===== config.mk =====
export PLATFORM = sky130hd
export DESIGN_NAME = axis_8bit_arbiter
export DESIGN_NICKNAME = d
export VERILOG_FILES = /design/src/rtl/axis_arb_pkg.sv /design/src/rtl/axis_8bit_arbiter_rr_pick.sv /design/src/rtl/axis_8bit_arbiter.sv
export SDC_FILE = /design/constraint.sdc
export NUM_CORES = 1
export LEC_CHECK = 0
export ABC_AREA = 1
export ABC_CLOCK_PERIOD_IN_PS = 2700
export CORE_MARGIN = 2
export CORE_UTILIZATION = 52
export DETAILED_ROUTE_END_ITERATION = 10
export HOLD_SLACK_MARGIN = 0.03
export PLACE_DENSITY = 0.84
export SKIP_CTS_REPAIR_TIMING = 1
export SLEW_MARGIN = 20
export SYNTH_ARGS = -nofsm -noshare
export SYNTH_HDL_FRONTEND = slang
export SYNTH_SLANG_ARGS = --single-unit

===== constraint.sdc =====
create_clock -name clk_8 -period 2.7 [get_ports clk_8]
set_input_delay 0.675 -clock clk_8 [delete_from_list [all_inputs] [get_ports clk_8]]
set_output_delay 0.675 -clock clk_8 [all_outputs]
set_load 0.005 [all_outputs]

===== src/rtl/axis_arb_pkg.sv =====
// Shared constants for the 8-bit AXI-Stream round-robin arbiter:
// FSM encoding, length-limit default and counter widths.
package axis_arb_pkg;

   localparam int unsigned MAX_LEN_DEFAULT = 1500;
   localparam int unsigned BYTE_CNT_W      = 16;
   localparam int unsigned PKT_CNT_W       = 16;

   typedef logic [1:0]            state_t;
   typedef logic [BYTE_CNT_W-1:0] byte_cnt_t;
   typedef logic [PKT_CNT_W-1:0]  pkt_cnt_t;

   localparam state_t ST_IDLE  = 2'd0;
   localparam state_t ST_XFER  = 2'd1;
   localparam state_t ST_DRAIN = 2'd2;

   // Increment an index with wrap at n (round-robin pointer advance).
   function automatic int unsigned wrap_inc(input int unsigned idx, input int unsigned n);
      return (idx + 1 >= n) ? 0 : idx + 1;
   endfunction

endpackage


===== src/rtl/axis_8bit_arbiter_rr_pick.sv =====
// Combinational round-robin search: first set request at or after ptr_i,
// wrapping modulo N_SRC.
module rr_pick
   import axis_arb_pkg::*;
#(
   parameter int unsigned N_SRC = 4,
   parameter int unsigned IDX_W = 2
) (
   input  logic [N_SRC-1:0] req_i,
   input  logic [IDX_W-1:0] ptr_i,
   output logic [IDX_W-1:0] idx_o,
   output logic             found_o
);

   int unsigned cand;

   // NOTE: every output gets a default before the loop so no path can infer a latch.
   always_comb begin
      idx_o   = '0;
      found_o = 1'b0;
      cand    = 0;
      for (int unsigned k = 0; k < N_SRC; k++) begin
         cand = (32'(ptr_i) + k) % N_SRC;
         if (!found_o && req_i[IDX_W'(cand)]) begin
            idx_o   = IDX_W'(cand);
            found_o = 1'b1;
         end
      end
   end

endmodule


===== src/rtl/axis_8bit_arbiter.sv =====
// N-source 8-bit AXI-Stream packet arbiter with round-robin grant,
// per-packet length limit (truncate then drain) and packet counter.
module axis_8bit_arbiter
   import axis_arb_pkg::*;
#(
   parameter int unsigned N_SRC   = 4,
   parameter int unsigned MAX_LEN = MAX_LEN_DEFAULT
) (
   input  logic                     clk_8,
   input  logic                     reset_8_n,
   input  logic [N_SRC*8-1:0]       s_axis_tdata_in,
   input  logic [N_SRC-1:0]         s_axis_tvalid_in,
   input  logic [N_SRC-1:0]         s_axis_tlast_in,
   output logic [N_SRC-1:0]         s_axis_tready_out,
   output logic [7:0]               m_axis_tdata_out,
   output logic                     m_axis_tvalid_out,
   output logic                     m_axis_tlast_out,
   input  logic                     m_axis_tready_in,
   output logic [$clog2(N_SRC)-1:0] grant_id_out,
   output logic                     busy_out,
   output logic                     trunc_err_out,
   output logic [15:0]              pkt_cnt_out
);

   localparam int unsigned IDX_W = $clog2(N_SRC);
   localparam byte_cnt_t   LAST_IDX = BYTE_CNT_W'(MAX_LEN - 1);

   state_t           state_q,    state_d;
   logic [IDX_W-1:0] grant_q,    grant_d;
   logic [IDX_W-1:0] rr_ptr_q,   rr_ptr_d;
   byte_cnt_t        byte_cnt_q, byte_cnt_d;
   pkt_cnt_t         pkt_cnt_q,  pkt_cnt_d;
   logic             trunc_q,    trunc_d;

   logic [IDX_W-1:0] pick_idx;
   logic             pick_found;

   logic       sel_valid;
   logic       sel_last;
   logic [7:0] sel_data;
   logic       at_limit;
   logic       xfer_beat;
   logic       drain_beat;
   logic       master_last_beat;

   rr_pick #(
      .N_SRC (N_SRC),
      .IDX_W (IDX_W)
   ) u_rr_pick (
      .req_i   (s_axis_tvalid_in),
      .ptr_i   (rr_ptr_q),
      .idx_o   (pick_idx),
      .found_o (pick_found)
   );

   assign sel_valid  = s_axis_tvalid_in[grant_q];
   assign sel_last   = s_axis_tlast_in[grant_q];
   assign sel_data   = s_axis_tdata_in[{grant_q, 3'b000} +: 8];
   assign at_limit   = (byte_cnt_q == LAST_IDX);
   assign xfer_beat  = (state_q == ST_XFER)  && sel_valid && m_axis_tready_in;
   assign drain_beat = (state_q == ST_DRAIN) && sel_valid;

   // Master side is a pure pass-through of the granted source; no buffering.
   always_comb begin
      m_axis_tdata_out  = sel_data;
      m_axis_tvalid_out = 1'b0;
      m_axis_tlast_out  = 1'b0;
      s_axis_tready_out = '0;
      case (state_q)
         ST_XFER: begin
            m_axis_tvalid_out          = sel_valid;
            m_axis_tlast_out           = sel_valid && (sel_last || at_limit);
            s_axis_tready_out[grant_q] = m_axis_tready_in;
         end
         ST_DRAIN: begin
            s_axis_tready_out[grant_q] = 1'b1;
         end
         default: ;
      endcase
   end

   assign master_last_beat = m_axis_tvalid_out && m_axis_tready_in && m_axis_tlast_out;

   always_comb begin
      state_d    = state_q;
      grant_d    = grant_q;
      rr_ptr_d   = rr_ptr_q;
      byte_cnt_d = byte_cnt_q;
      pkt_cnt_d  = pkt_cnt_q;
      trunc_d    = 1'b0;

      case (state_q)
         ST_IDLE: begin
            if (pick_found) begin
               grant_d    = pick_idx;
               byte_cnt_d = '0;
               state_d    = ST_XFER;
            end
         end
         ST_XFER: begin
            if (xfer_beat) begin
               byte_cnt_d = byte_cnt_q + 1'b1;
               // A genuine tlast on the limit beat wins over truncation.
               if (sel_last) begin
                  rr_ptr_d = IDX_W'(wrap_inc(32'(grant_q), N_SRC));
                  state_d  = ST_IDLE;
               end else if (at_limit) begin
                  trunc_d  = 1'b1;
                  rr_ptr_d = IDX_W'(wrap_inc(32'(grant_q), N_SRC));
                  state_d  = ST_DRAIN;
               end
            end
         end
         ST_DRAIN: begin
            if (drain_beat && sel_last) begin
               state_d = ST_IDLE;
            end
         end
         default: state_d = ST_IDLE;
      endcase

      if (master_last_beat) begin
         pkt_cnt_d = pkt_cnt_q + 1'b1;
      end
   end

   // NOTE: sequential state uses non-blocking assignments so every register samples pre-edge values.
   always_ff @(posedge clk_8 or negedge reset_8_n) begin
      if (!reset_8_n) begin
         state_q    <= ST_IDLE;
         grant_q    <= '0;
         rr_ptr_q   <= '0;
         byte_cnt_q <= '0;
         pkt_cnt_q  <= '0;
         trunc_q    <= 1'b0;
      end else begin
         state_q    <= state_d;
         grant_q    <= grant_d;
         rr_ptr_q   <= rr_ptr_d;
         byte_cnt_q <= byte_cnt_d;
         pkt_cnt_q  <= pkt_cnt_d;
         trunc_q    <= trunc_d;
      end
   end

   assign grant_id_out  = grant_q;
   assign busy_out      = (state_q == ST_XFER) || (state_q == ST_DRAIN);
   assign trunc_err_out = trunc_q;
   assign pkt_cnt_out   = pkt_cnt_q;

endmodule


==> impl_metrics.csv, run 1 <==
group,metric,value,unit
outcome,status,"complete, no violations",
worst_setup_path,path_class,"input pin to output pin",
yosys,syn_avg_cell_area,6.57,sq um
yosys,synthCells,475,
yosys,synthesis.nets,527,
drt,drcViolationCount,0,
timing,whs,0.477,ns
timing,finalHoldViolCount,0,
global_route,antenna_found_initial,0,
global_route,top_usage_layer,"met2",
yosys,synth.area.mux_share,0,%
yosys,ys_seq_elements,39,
yosys,synth_xor_xnor_area_share,6.18,%
drt,wl_per_cell,12.7,um
clock_tree,cts_tree,"built",
yosys,yosys.cell_types.count,33,
die,rows,28,
pwr,power,3.63,mW
worst_setup_path,cp-end-kind,"output pin",
worst_setup_path,cp.required,2.03,ns
drt,firstDrtPassIters,4,
global_route,grt_usage,25.9,%
timing,slew_headroom,42.1,%
global_route,grt_max_degree,40,
worst_setup_path,timing.rr.end,"rr_ptr_q[0]$_DFFE_PN0P_",
global_route,grtUsageMet2,45.6,%
clock_tree,clk_pin_slew,0.09,ns
hold_path,hold_class,"input pin to async pin",
cells_and_area,drive_above_1_share,9.32,%
yosys,synth_compound_area_share,7.14,%
global_route,met1_usage,29.9,%
drt,drtIter0Drc,138,
worst_setup_path,crit_top_cell,"clkdlybuf4s50_1",
die,initial_utilization,53.3,%
worst_setup_path,r2r-start,"byte_cnt_q[0]$_DFFE_PN0P_",
placed_design,routabilityCongestion,0.896,
die,die_w,81.5,um
worst_setup_path,rrSetupSlack,0.71,ns
clock_tree,clk_latency,0.30,ns
timing,finalCriticalPeriod,2.63,ns
clock_tree,cts_max_path_buffers,2,
drt,routed_wl,8.05,mm
timing,tightestPinTransition,0.868,ns
placed_design,hpwl,6.15,mm
worst_setup_path,crit_arrival,1.96,ns
global_route,grt_pass1_vias,3246,
cells_and_area,area_growth,32.3,%
drt,num_vias,3285,
worst_setup_path,crit_chain,"clkdlybuf4s50_1, o21ai_0, o22ai_1, clkdlybuf4s50_1",
clock_tree,cts_max_level,2,
worst_setup_path,reg2regPathDepth,10,
cells_and_area,diodes,0,
global_route,grt_pass1_wl,13.6,mm
yosys,syn_area,3120,sq um
timing,timing.final.crit_share,97.5,%
die,die_h,81.5,um
pwr,p_leak,1.98,nW
yosys,seq_area_frac_synth,31.3,%
yosys,synth_simple_gate_area_share,43.5,%
timing,fmax,0.380,GHz
clock_tree,clock_sinks,39,
timing,finClkSkew,0.0156,ns
worst_setup_path,slowest_delay,0.54,ns
yosys,synth-adder-area-share,3.61,%
timing,slew_violations,0,
die,core,5850,sq um
job,maxCapViolCount,0,
pwr,power_density,880,nW/um^2
global_route,grt.overflow.total,0,
placed_design,portBuffers,76,
worst_setup_path,critPathLaunchType,"input pin",
clock_tree,cts_root_buf,"clkbuf_8",
global_route,met3_usage,6.48,%
clock_tree,cts_inserted_buffers,5,
timing,setup_viol,0,
pwr,ir_drop,0.559,mV
cells_and_area,nNetsFinal,609,
drt,ant_nets,0,
yosys,ys_warn_count,0,
worst_setup_path,cp_slowest_cell,"clkdlybuf4s50_1",
worst_setup_path,worstPathMaxFanout,1,
die,dieArea,6630,sq um
die,ios,77,
yosys,synth_top_family_by_area,"simple AND/OR/NAND/NOR gates",
drt,viasPerCell,5.19,
cells_and_area,num-fill-cells,478,
cells in the mapped netlist:
library cell	n	area [sq um]
a211oi_1	1	7.51
a21oi_1	1	5.00
a31oi_1	2	12.5
and2_1	2	12.5
buf_12	1	20.0
buf_2	5	25.0
buf_4	1	7.51
buf_6	1	11.3
clkbuf_1	6	22.5
clkinv_1	1	3.75
dfrtp_1	39	976
ha_1	9	113
inv_1	38	143
inv_2	4	15.0
inv_8	1	11.3
nand2_1	145	544
nand2_2	16	100
nand2_4	2	22.5
nand3_1	44	220
nand3b_1	4	30.0
nand4_1	4	25.0
nand4_4	1	21.3
nor2_1	70	263
nor2_4	1	11.3
nor2_8	1	20.0
nor3_1	13	65.1
nor3b_1	2	15.0
nor4_1	1	6.26
o21ai_0	28	140
o21bai_1	1	7.51
o22ai_1	8	50.1
xnor2_1	6	52.6
xor2_1	16	140
flip-flops by register name (all words and copies together) (netlist names):
name and count:
trunc_err_out 1, byte_cnt_q 16, pkt_cnt_out 16, state_q 2, grant_id_out 2, rr_ptr_q 2
kinds of logic after synthesis:
logic type | Yosys count
buf+inv | 58
xor+xnor | 22
fa+ha+maj | 9
flops | 39
compound gates | 41
simple gates | 306
layout make-up:
cell class	count	area, sq um	area share [%]
clock inverter	3	43.8	1.06
sequential	39	977	23.7
timing repair buffer	89	873	21.2
tap	75	93.8	2.27
clock buffer	5	68.8	1.67
multi-input combinational	378	1890	45.9
inverter	44	178	4.30
per-stage QoR:
step                      cell area, sq um  setup TNS [ns]  worst slack, ns  instances  utilization [%]
after global placement                3980          -0.608           -0.130        625             68.0
after global routing                  4130       -0.000505        -0.000505        633             70.6
after CTS                             4090          -0.835           -0.163        633             70.0
after floorplan                       3120               0            0.601        475                -
after detailed placement              3980          -0.765           -0.160        625             68.0
final                                 4130               0           0.0663        633             70.6
report_power, final:
part           switching [mW]  total [mW]  internal (mW)  leakage, nW
registers               0.169       0.883          0.714        0.517
clock network           0.224       0.500          0.275       0.0581
logic                    1.29        2.25          0.958         1.41
placed cells by master, fill, tap and decap left out, drive strengths merged:
master | synthesis | layout
a211oi | 1 | 1
a21oi | 1 | 1
a31oi | 2 | 2
and2 | 2 | 2
buf | 8 | 14
bufinv | 0 | 1
clkbuf | 6 | 5
clkdlybuf4s50 | 0 | 67
clkinv | 1 | 4
dfrtp | 39 | 39
dlymetal6s2s | 0 | 8
ha | 9 | 9
inv | 43 | 42
nand2 | 163 | 163
nand3 | 44 | 44
nand3b | 4 | 4
nand4 | 5 | 5
nor2 | 72 | 72
nor3 | 13 | 13
nor3b | 2 | 2
nor4 | 1 | 1
o21ai | 28 | 28
o21bai | 1 | 1
o22ai | 8 | 8
xnor2 | 6 | 6
xor2 | 16 | 16
critical path: cells and delay by family:
family	cells	cell delay, ns
compound gates	2	0.29
buf+inv	2	1.00
metal layers:
layer	vias to the layer above	share of wire, %
met1	1480	43
met3	16	5.2
li1	1683	-
met4	0	1.8
met2	106	50
met5	-	0
worst max-delay path by stage:
| stage | start | endpoint | slack [ns] | cells after the start |
|---|---|---|---|---|
| after floorplan | grant_id_out[0]$_DFFE_PN0P_ | s_axis_tready_out[0] | 0.60 | 6 |
| after global placement | s_axis_tvalid_in[3] | m_axis_tlast_out | -0.13 | 8 |
| after detailed placement | s_axis_tvalid_in[3] | m_axis_tlast_out | -0.16 | 8 |
| after CTS | s_axis_tvalid_in[3] | m_axis_tlast_out | -0.16 | 8 |
| after global routing | s_axis_tdata_in[19] | m_axis_tdata_out[3] | -0.0005 | 4 |
| final | s_axis_tdata_in[19] | m_axis_tdata_out[3] | 0.07 | 4 |
Note: power is estimated with default switching activity, not from simulation.
==> run 2: changes to the inputs <==
--- a/config.mk
+++ b/config.mk
@@ -10,6 +10,8 @@
 export CORE_MARGIN = 2
 export CORE_UTILIZATION = 52
 export DETAILED_ROUTE_END_ITERATION = 10
+export GPL_ROUTABILITY_DRIVEN = 0
+export GPL_TIMING_DRIVEN = 0
 export HOLD_SLACK_MARGIN = 0.03
 export PLACE_DENSITY = 0.84
 export SKIP_CTS_REPAIR_TIMING = 1
==> run 2 against run 1 <==
Combinational power is 6% higher. First-iteration DRC count fell by 5.8%. Worst hold slack lost 0.17 ns. Routed wire length up 5.2%. Sequential share of layout area down 0.38 points. Register-to-register slack better by 0.11 ns. Flip-flop and latch count is the same. Via count grew 3.1%. Die area is the same. Largest power group unchanged.
==> impl_metrics.csv, run 2 (synthesis gave the netlist of run 1 again) <==
group,metric,value,unit
worst_setup_path,critPathLaunchType,"flip-flop",
global_route,grt_max_degree,25,
worst_setup_path,path_class,"flip-flop to output pin",
drt,drcViolationCount,0,
pwr,p_leak,2.02,nW
cells_and_area,num-fill-cells,505,
pwr,ir_drop,0.545,mV
die,die_w,81.5,um
die,die_h,81.5,um
die,core,5850,sq um
placed_design,place_ws,-0.275,ns
placed_design,dp.cells,627,
global_route,grt_pass1_wl,14.0,mm
clock_tree,clk_pin_slew,0.09,ns
drt,firstDrtPassIters,5,
timing,finalWorstSetupSlack,0.0668,ns
cells_and_area,regArea,978,sq um
placed_design,portBuffers,76,
worst_setup_path,crit_arrival,1.96,ns
drt,routed_wl,8.47,mm
worst_setup_path,crit_start,"grant_id_out[0]$_DFFE_PN0P_",
hold_path,hold_class,"input pin to async pin",
drt,drtIter0Drc,130,
timing,slew_headroom,65.1,%
cells_and_area,drive_above_1_share,10.3,%
clock_tree,clock_sinks,39,
worst_setup_path,worstPathMaxFanout,10,
timing,setup_viol,0,
cells_and_area,design_area,4200,sq um
global_route,grt.overflow.total,0,
worst_setup_path,cpLargestDelayFamily,"buffers and inverters",
pwr,power_density,896,nW/um^2
cells_and_area,area_growth,34.7,%
clock_tree,cts_max_path_buffers,2,
worst_setup_path,crit_chain,"buf_4, clkbuf_4, o21ai_0, o22ai_1, clkdlybuf4s50_1",
global_route,grt_pass1_vias,3325,
timing,finClkSkew,0.0113,ns
clock_tree,cts_inserted_buffers,5,
die,ios,77,
die,initial_utilization,53.3,%
timing,finalHoldViolCount,0,
cells_and_area,final_common_cell,"nand2_1",
timing,rsz0062_at_grt,"no",
cells_and_area,finish.utilization,71.8,%
clock_tree,cts_root_buf,"clkbuf_8",
cells_and_area,diodes,0,
global_route,grt_usage,26.9,%
worst_setup_path,slowest_delay,0.53,ns
job,maxCapViolCount,0,
worst_setup_path,cp_slowest_cell,"clkdlybuf4s50_1",
worst_setup_path,critPathBufInv,3,
outcome,status,"complete, no violations",
global_route,antenna_found_initial,0,
drt,wl_per_cell,13.3,um
cells_and_area,multi_input_area,1890,sq um
die,rows,28,
worst_setup_path,cp.required,2.03,ns
cells_and_area,mostFrequentLayoutCells,"145 x nand2_1, 70 x nor2_1, 67 x clkdlybuf4s50_1",
placed_design,hpwl,6.48,mm
clock_tree,cts_tree,"built",
timing,tightestPinTransition,0.523,ns
cells_and_area,nNetsFinal,615,
drt,viasPerCell,5.30,
worst_setup_path,r2r-start,"state_q[1]$_DFFE_PN0P_",
drt,num_vias,3386,
timing,setup_tns,0,ns
placed_design,dpl-instance-area,4000,sq um
die,dieArea,6630,sq um
worst_setup_path,cp-end-kind,"output pin",
timing,finalCriticalPeriod,2.63,ns
cells_and_area,stdcell_count,639,
timing,fmax,0.380,GHz
drt,ant_nets,0,
clock_tree,cts_max_level,2,
timing,timing.final.crit_share,97.5,%
timing,slew_violations,0,
clock_tree,clk_latency,0.30,ns
## run 2: cell count changes in the layout (fill, tap and decap cells not counted), moves of 2 or more
cell      delta
buf_4        -7
clkbuf_4     +2
buf_6        +3
buf_2        +4
## run 2: where the power goes
part           internal (mW)  total [mW]  switching (mW)
sequential             0.716       0.872           0.156
combinational           1.05        2.39            1.35
clock                  0.275       0.498           0.223
## run 2: metal layers
layer / track usage, % / wire, um
met5: 0 / 0
met4: 8.81 / 136
met3: 6.48 / 502
met2: 47.9 / 4110
met1: 31.5 / 3720
## run 2: cell type report
class                           count  share of cell area, %
Buffer                             14                   2.68
Clock buffer                        5                   1.64
Clock inverter                      3                   1.04
Inverter                           44                   4.26
Multi-Input combinational cell    378                   45.0
Sequential cell                    39                   23.3
Tap cell                           75                   2.23
Timing Repair Buffer               81                   19.8
## run 2: worst paths after layout
kind,slack [ns],depth (start not counted),end
setup / recovery,0.07,5,m_axis_tdata_out[6]
hold / removal,0.31,1,pkt_cnt_out[11]$_DFFE_PN0P_
hold reg to reg,0.52,2,byte_cnt_q[1]$_DFFE_PN0P_
setup reg to reg,0.82,11,byte_cnt_q[5]$_DFFE_PN0P_
max in group asynchronous,1.92,2,grant_id_out[1]$_DFFE_PN0P_
min in group clk_8,0.52,2,byte_cnt_q[1]$_DFFE_PN0P_
## run 2: stage by stage
stage	power, mW	hold WS [ns]
floorplan	2.28	0.379
global placement	3.09	0.492
detailed placement	3.14	0.503
CTS	3.64	0.320
global route	4.07	0.347
finish	3.76	0.308
==> edit (settings of run 1) <==
The output `trunc_err_out` loses its register stage (`trunc_q` becomes a continuous assignment).
--- a/src/rtl/axis_8bit_arbiter.sv
+++ b/src/rtl/axis_8bit_arbiter.sv
@@ -134,3 +134,2 @@
          pkt_cnt_q  <= '0;
-         trunc_q    <= 1'b0;
       end else begin
@@ -141,5 +140,6 @@
          pkt_cnt_q  <= pkt_cnt_d;
-         trunc_q    <= trunc_d;
       end
    end
+
+   assign trunc_q = trunc_d;
 
Formal check against the unedited RTL: no difference found for any inputs over 4 cycles, from zero or initial values and one cycle with reset_8_n low; that may be too few to reach the edited logic, so the function may still have changed.
==> edit against run 1 <==
Sequential cell count decreased by 1. Synthesized cell count shrank 5.7%. Worst setup slack worse by 11 ps. Clock power shrank 17%. Routed wire length increased by 1.4%. Synthesized area fell by 3.1%. Final area is 1.8% lower. Total power is 4.7% lower. Critical endpoint is now s_axis_tready_out[0]. Largest cell class unchanged. Highest routed layer unchanged.
==> edit: results <==
[run_status]
outcome = "complete, no violations"

[timing]
slew_headroom = 0.453
post-route-period-util = 0.979
skew_ps = 5.10
fin_hold_ws_ps = 468

[critical_path]
crit_fanout = 4
cpPeakStageDelay_ps = 510
r2r_slack_ps = 680
crit_start = "m_axis_tready_in"
cp-endpoint = "s_axis_tready_out[0]"

[detailed_routing]
wl_per_cell_um = 13.4

[synthesis]
synth_compound_area_frac = 0.126
synthesis.nets = 500
syn_avg_cell_area_um2 = 6.75
synth_commonest_cells = "nand2_1 (123), inv_1 (46), nor2_1 (44), nand3_1 (43), dfrtp_1 (38)"
synthXorXnorAreaFrac = 0.0377

[global_route]
grt_first_pass_wirelength_um = 13800

[layout]
fin_area_mm2 = 0.00406
clockBufferCount = 6
buffers = 96
seq_area_um2 = 952
nets = 588

[power_and_ir_drop]
irDropWorstVdd_mv = 0.783

[clocking]
clk_pin_slew_ps = 70

[place]
gp_congestion = 0.936
[edit: cell count changes after synthesis, moves of 3 or more]
cell	run 1	this run
nor2_1	70	44
nand2_1	145	123
o21ai_2	0	14
o21ai_1	0	10
nor3_1	13	22
inv_1	38	46
nand4_1	4	11
xor2_1	16	10
nand2_2	16	12
nand3b_1	4	1
o21ai_0	28	25
xnor2_1	6	3
[edit: report_power, final]
group	leakage, nW	internal [mW]	switching, mW
registers	0.498	0.691	0.177
clock network	0.0472	0.205	0.207
logic	1.31	0.956	1.23
total	1.85	1.85	1.61
[edit: worst max-delay path: cells and delay by family]
family,cells,cell delay (ps)
simple gates,2,160
buf+inv,3,1040
compound gates,1,80
[edit: per-layer routing]
metal	up-vias	track usage	part of all wire
li1	1636	-	-
met1	1533	0.337	0.42
met2	87	0.471	0.52
met3	13	0.0506	0.046
met4	0	0.0695	0.015
met5	-	0	0
